$ cat config.mk
export PLATFORM = sky130hd
export DESIGN_NAME = uart_rx
export DESIGN_NICKNAME = d
export VERILOG_FILES = /design/src/rtl/uart_pkg.sv /design/src/rtl/sync_2ff.sv /design/src/rtl/uart_rx.sv
export SDC_FILE = /design/constraint.sdc
export NUM_CORES = 1
export LEC_CHECK = 0
export CORE_ASPECT_RATIO = 0.75
export CORE_UTILIZATION = 30
export DETAILED_ROUTE_END_ITERATION = 7
export GPL_TIMING_DRIVEN = 0
export HOLD_SLACK_MARGIN = 0.08
export MAX_ROUTING_LAYER = met4
export PLACE_DENSITY_LB_ADDON = 0.1
export REMOVE_ABC_BUFFERS = 1
export SYNTH_ARGS = -nofsm -noshare
export SYNTH_HDL_FRONTEND = slang
export SYNTH_SLANG_ARGS = --single-unit
$ cat constraint.sdc
create_clock -name clk -period 3 [get_ports clk]
set_input_delay 0.6 -clock clk [delete_from_list [all_inputs] [get_ports clk]]
set_output_delay 0.6 -clock clk [all_outputs]
set_load 0.05 [all_outputs]
$ cat src/rtl/uart_pkg.sv
// Shared UART definitions: FSM state encodings and default bit timing,
// common to the receiver and the transmitter.
package uart_pkg;

    localparam int CLKS_PER_BIT_DEFAULT = 217;

    localparam logic [2:0] S_IDLE  = 3'd0;
    localparam logic [2:0] S_START = 3'd1;
    localparam logic [2:0] S_DATA  = 3'd2;
    localparam logic [2:0] S_STOP  = 3'd3;
    localparam logic [2:0] S_BREAK = 3'd4;

    typedef enum logic [2:0] {
        ST_IDLE  = S_IDLE,
        ST_START = S_START,
        ST_DATA  = S_DATA,
        ST_STOP  = S_STOP,
        ST_BREAK = S_BREAK
    } uart_state_e;

endpackage

$ cat src/rtl/sync_2ff.sv
// Two-flop synchroniser for a single asynchronous bit; both stages reset to
// RESET_VAL so the output starts out at the line's idle level.
module sync_2ff #(
    parameter logic RESET_VAL = 1'b1
) (
    input  logic clk,
    input  logic rst_n,
    input  logic d,
    output logic q
);

    logic meta_q;
    logic sync_q;
    logic meta_d;
    logic sync_d;

    always_comb begin
        meta_d = d;
        sync_d = meta_q;
    end

    always_ff @(posedge clk or negedge rst_n) begin
        if (!rst_n) begin
            meta_q <= RESET_VAL;
            sync_q <= RESET_VAL;
        end else begin
            meta_q <= meta_d;
            sync_q <= sync_d;
        end
    end

    assign q = sync_q;

endmodule

$ cat src/rtl/uart_rx.sv
// 8N1 UART receiver: start bit validated at mid-bit, data sampled LSB-first at
// bit centres, good bytes flagged with a one-cycle rx_dv, bad stop bits with frame_err.
module uart_rx
    import uart_pkg::*;
#(
    parameter int CLKS_PER_BIT = CLKS_PER_BIT_DEFAULT
) (
    input  logic       clk,
    input  logic       rst_n,
    input  logic       rx_serial,
    output logic       rx_dv,
    output logic [7:0] rx_byte,
    output logic       rx_active,
    output logic       frame_err
);

    localparam int HALF_BIT = (CLKS_PER_BIT - 1) / 2;
    localparam int CW       = $clog2(CLKS_PER_BIT) + 1;

    localparam logic [CW-1:0] HALF_C = CW'(HALF_BIT);
    localparam logic [CW-1:0] LAST_C = CW'(CLKS_PER_BIT - 1);

    logic rx_s;

    uart_state_e   state_q, state_d;
    logic [CW-1:0] cnt_q, cnt_d;
    logic [2:0]    bit_idx_q, bit_idx_d;
    logic [7:0]    shift_q, shift_d;
    logic [7:0]    byte_q, byte_d;
    logic          dv_q, dv_d;
    logic          active_q, active_d;
    logic          fe_q, fe_d;

    sync_2ff #(
        .RESET_VAL (1'b1)
    ) u_sync (
        .clk   (clk),
        .rst_n (rst_n),
        .d     (rx_serial),
        .q     (rx_s)
    );

    always_comb begin
        state_d   = state_q;
        cnt_d     = cnt_q;
        bit_idx_d = bit_idx_q;
        shift_d   = shift_q;
        byte_d    = byte_q;
        active_d  = active_q;
        dv_d      = 1'b0;
        fe_d      = 1'b0;

        case (state_q)
            ST_IDLE: begin
                cnt_d     = '0;
                bit_idx_d = '0;
                active_d  = 1'b0;
                if (!rx_s) begin
                    state_d  = ST_START;
                    active_d = 1'b1;
                end
            end

            ST_START: begin
                if (cnt_q < HALF_C) begin
                    cnt_d = cnt_q + CW'(1);
                end else begin
                    cnt_d = '0;
                    if (!rx_s) begin
                        state_d = ST_DATA;
                    end else begin
                        // Line went back high before mid-bit: treat as a glitch.
                        state_d  = ST_IDLE;
                        active_d = 1'b0;
                    end
                end
            end

            ST_DATA: begin
                if (cnt_q < LAST_C) begin
                    cnt_d = cnt_q + CW'(1);
                end else begin
                    cnt_d            = '0;
                    shift_d[bit_idx_q] = rx_s;
                    if (bit_idx_q == 3'd7) begin
                        bit_idx_d = '0;
                        state_d   = ST_STOP;
                    end else begin
                        bit_idx_d = bit_idx_q + 3'd1;
                    end
                end
            end

            ST_STOP: begin
                if (cnt_q < LAST_C) begin
                    cnt_d = cnt_q + CW'(1);
                end else begin
                    cnt_d    = '0;
                    active_d = 1'b0;
                    if (rx_s) begin
                        byte_d  = shift_q;
                        dv_d    = 1'b1;
                        state_d = ST_IDLE;
                    end else begin
                        fe_d    = 1'b1;
                        state_d = ST_BREAK;
                    end
                end
            end

            ST_BREAK: begin
                // Hold off until the line returns high so a break cannot look like a start bit.
                cnt_d    = '0;
                active_d = 1'b0;
                if (rx_s) begin
                    state_d = ST_IDLE;
                end
            end

            default: begin
                state_d   = ST_IDLE;
                cnt_d     = '0;
                bit_idx_d = '0;
                active_d  = 1'b0;
            end
        endcase
    end

    always_ff @(posedge clk or negedge rst_n) begin
        if (!rst_n) begin
            state_q   <= ST_IDLE;
            cnt_q     <= '0;
            bit_idx_q <= '0;
            shift_q   <= '0;
            byte_q    <= '0;
            dv_q      <= 1'b0;
            active_q  <= 1'b0;
            fe_q      <= 1'b0;
        end else begin
            state_q   <= state_d;
            cnt_q     <= cnt_d;
            bit_idx_q <= bit_idx_d;
            shift_q   <= shift_d;
            byte_q    <= byte_d;
            dv_q      <= dv_d;
            active_q  <= active_d;
            fe_q      <= fe_d;
        end
    end

    assign rx_dv     = dv_q;
    assign rx_byte   = byte_q;
    assign rx_active = active_q;
    assign frame_err = fe_q;

endmodule

==> results by group <==
Status
  – Status: finished clean

Synth
  – Avg Cell Area, Syn: 12.0 um^2
  – Post-synth EDFFs: 0
  – Sequential-to-total area share from yosys stat: 52.7%
  – Synth unique cells: 41
  – Yosys warns: 0
  – Main synth FF type: dfrtp_1
  – Post-synthesis instance area: 1710 um^2
  – Share of flip-flops with an asynchronous set or reset: 100%
  – Flops & latches, synth: 36
  – Synth Instances: 143

Detailed routing
  – Drt pass-1 iters: 4
  – Drt via density: 4.79
  – Vias: 1111
  – Initial DRC Count: 74
  – DR WL/cell: 13.2 um
  – Post-Route WL: 3050 um
  – Post-route ant nets: 0
  – DRC errors left: 0

STA
  – Hold_ws: 355 ps
  – Slew @ Worst Pin: 805 ps
  – Clock Skew: 7.79 ps
  – Final min period: 2050 ps
  – Relative slew slack: 46.4%
  – Setup violations, final: 0
  – Max Clk Rate: 488 MHz
  – RSZ-0062 raised after global routing: no
  – Final Cycle Share: 68.3%
  – Setup_tns: 0 ps
  – Final Max Slew Viols: 0
  – Final hold vios: 0

Critical path
  – Crit path depth: 1
  – Crit-path cells: clkdlybuf4s50_1
  – Worst EP arrival: 1450 ps
  – Worst-path maximum fanout: 2
  – Delay of the slowest critical-path stage: 800 ps
  – Crit path capture type: primary output
  – CP top delay family: buffers and inverters
  – Crit path required time: 2400 ps
  – Crit path launch type: register
  – CP max-delay cell: clkdlybuf4s50_1
  – Crit path kind: reg -> out
  – Buf+Inv Stages, Crit Path: 1
  – Cells on worst reg2reg path: 4

Power
  – Maximum vdd drop: 0.000347 V
  – LEAKAGE: 0.837 nW
  – Pwr Density: 728 nW/um^2

Floorplan
  – Die Ht: 67.4 um
  – Die X: 89.3 um
  – Core area: 5410 um^2
  – Die area: 6020 um^2
  – I/O pin count: 14
  – Initial Util: 31.7%
  – Num rows: 23

Clock network
  – Worst-path clk slew: 70 ps
  – CTS tree: built
  – Root buf cell: clkbuf_8
  – Post-CTS Setup Inserts: 0
  – CTS buffer count: 5
  – Longest Clk Path Bufs: 2
  – Post-cts resize count: 0
  – H-tree depth: 2
  – Clk_lat worst skew: 280 ps
  – Clk sink count: 36
  – Hold-fix buffers, CTS: 0

Global routing
  – Pin count of the biggest net entering global routing: 37
  – First-pass GRT wire length: 5240 um
  – Initial antenna violation count: 0
  – Vias in the first global route: 1109
  – Global route overflow: 0
  – GRT Resource Usage Total: 12.4%

Cells and area
  – Share of cells above drive strength 1: 19.7%
  – Area occupied by multi-input gates: 737 um^2
  – Fill count: 546
  – Ant diodes: 0
  – FF+latch area: 903 um^2
  – Final net count: 162
  – Area growth, synth to finish: 14.4%
  – Post-layout util: 36.2%

Placed design
  – I/O Buffers: 13
  – DP HPWL: 2000 um
  – Gpl congestion: 0.776

Hold path
  – Hold path cells: 0
  – HP Class: reg -> reg

Flow run
  – Maxcap violations: 0
logic make-up (layout without fill, tap and decap cells):
family | after synthesis | count (layout) | synth area share, %
multiplexers | 16 | 16 | 12.3
AND/OR/NAND/NOR | 48 | 48 | 15.7
AO/OA/AOI/OAI | 21 | 21 | 9.57
buffers and inverters | 12 | 26 | 4.24
XOR/XNOR | 6 | 6 | 3.07
flip-flops | 36 | 36 | 52.7
adder cells (fa/ha/maj) | 3 | 3 | 2.19
other | 1 | 1 | 0.219
per-layer routing:
layer	GRT usage (%)	vias up	part of all wire [%]
li1	-	534	-
met1	16.7	550	52
met2	17.1	25	42
met3	4.03	2	4.8
met4	4.76	0	0.79
met5	-	-	0
worst paths after layout:
path / start / end / slack [ps]
min in group asynchronous: rst_n / rx_active / 410
max in group asynchronous: rst_n / rx_byte[5] / 2080
worst max-delay path: rx_byte[4] / rx_byte[4] / 950
worst min-delay path: u_sync.meta_q / u_sync.q / 360
worst max register to register: cnt_q[7] / rx_byte[5] / 1230
worst min register to register: u_sync.meta_q / u_sync.q / 360
per-stage QoR:
| stage | cells | area, um^2 | setup WS (ps) | total power [mW] |
|---|---|---|---|---|
| 2_1_floorplan | 136 | 1660 | 1450 | 0.975 |
| 3_3_place_gp | 224 | 1880 | 506 | 1.10 |
| 3_5_place_dp | 224 | 1880 | 1240 | 1.11 |
| 4_1_cts | 232 | 1960 | 930 | 1.45 |
| 5_1_grt | 232 | 1960 | 888 | 1.52 |
| 6_report | 232 | 1960 | 950 | 1.43 |
layout by cell type (no fill, tap or decap), types with 2 or more instances in the layout:
master           count
a21oi_1              4
a32oi_1              2
clkbuf_1             2
clkbuf_8             5
clkdlybuf4s50_1     12
dfrtp_1             34
dfstp_2              2
ha_1                 3
inv_1                5
mux2_2               8
mux2_4               8
nand2_1              6
nand3_1              6
nand4_1              6
nor2_1              16
nor2b_1              3
nor3_1               2
o21ai_0              3
o2bb2ai_1            3
xnor2_1              4
xor2_1               2
synth_stat cells, drive strengths merged, types with 2 or more instances:
cell type	instances	area, um^2
a21oi	5	28.8
a32oi	2	17.5
buf	5	46.3
clkbuf	2	7.51
dfrtp	34	851
dfstp	2	52.6
ha	3	37.5
inv	5	18.8
mux2	16	210
nand2	6	22.5
nand3	6	30.0
nand4	6	37.5
nor2	16	60.1
nor2b	4	32.5
nor3	2	10.0
o21ai	3	15.0
o2bb2ai	3	26.3
xnor2	4	35.0
xor2	2	17.5
where the power goes:
| part | switching, mW | internal [mW] | leakage [nW] |
|---|---|---|---|
| logic | 0.242 | 0.187 | 0.312 |
| clock network | 0.163 | 0.163 | 0.0422 |
| registers | 0.110 | 0.562 | 0.483 |
state kept, by name, indices dropped and copies added, names as in the netlist:
signal	count
u_sync.q	1
u_sync.meta_q	1
rx_byte	8
state_q	3
bit_idx_q	3
rx_active	1
shift_q	8
rx_dv	1
cnt_q	9
frame_err	1
layout make-up:
type | instances | share of cell area, %
tap | 75 | 4.79
multi-input combinational | 95 | 37.6
sequential | 36 | 46.1
timing repair buffer | 13 | 6.39
inverter | 5 | 0.958
clock buffer | 7 | 3.90
clock inverter | 1 | 0.255
Note: power is estimated with default switching activity, not from simulation.
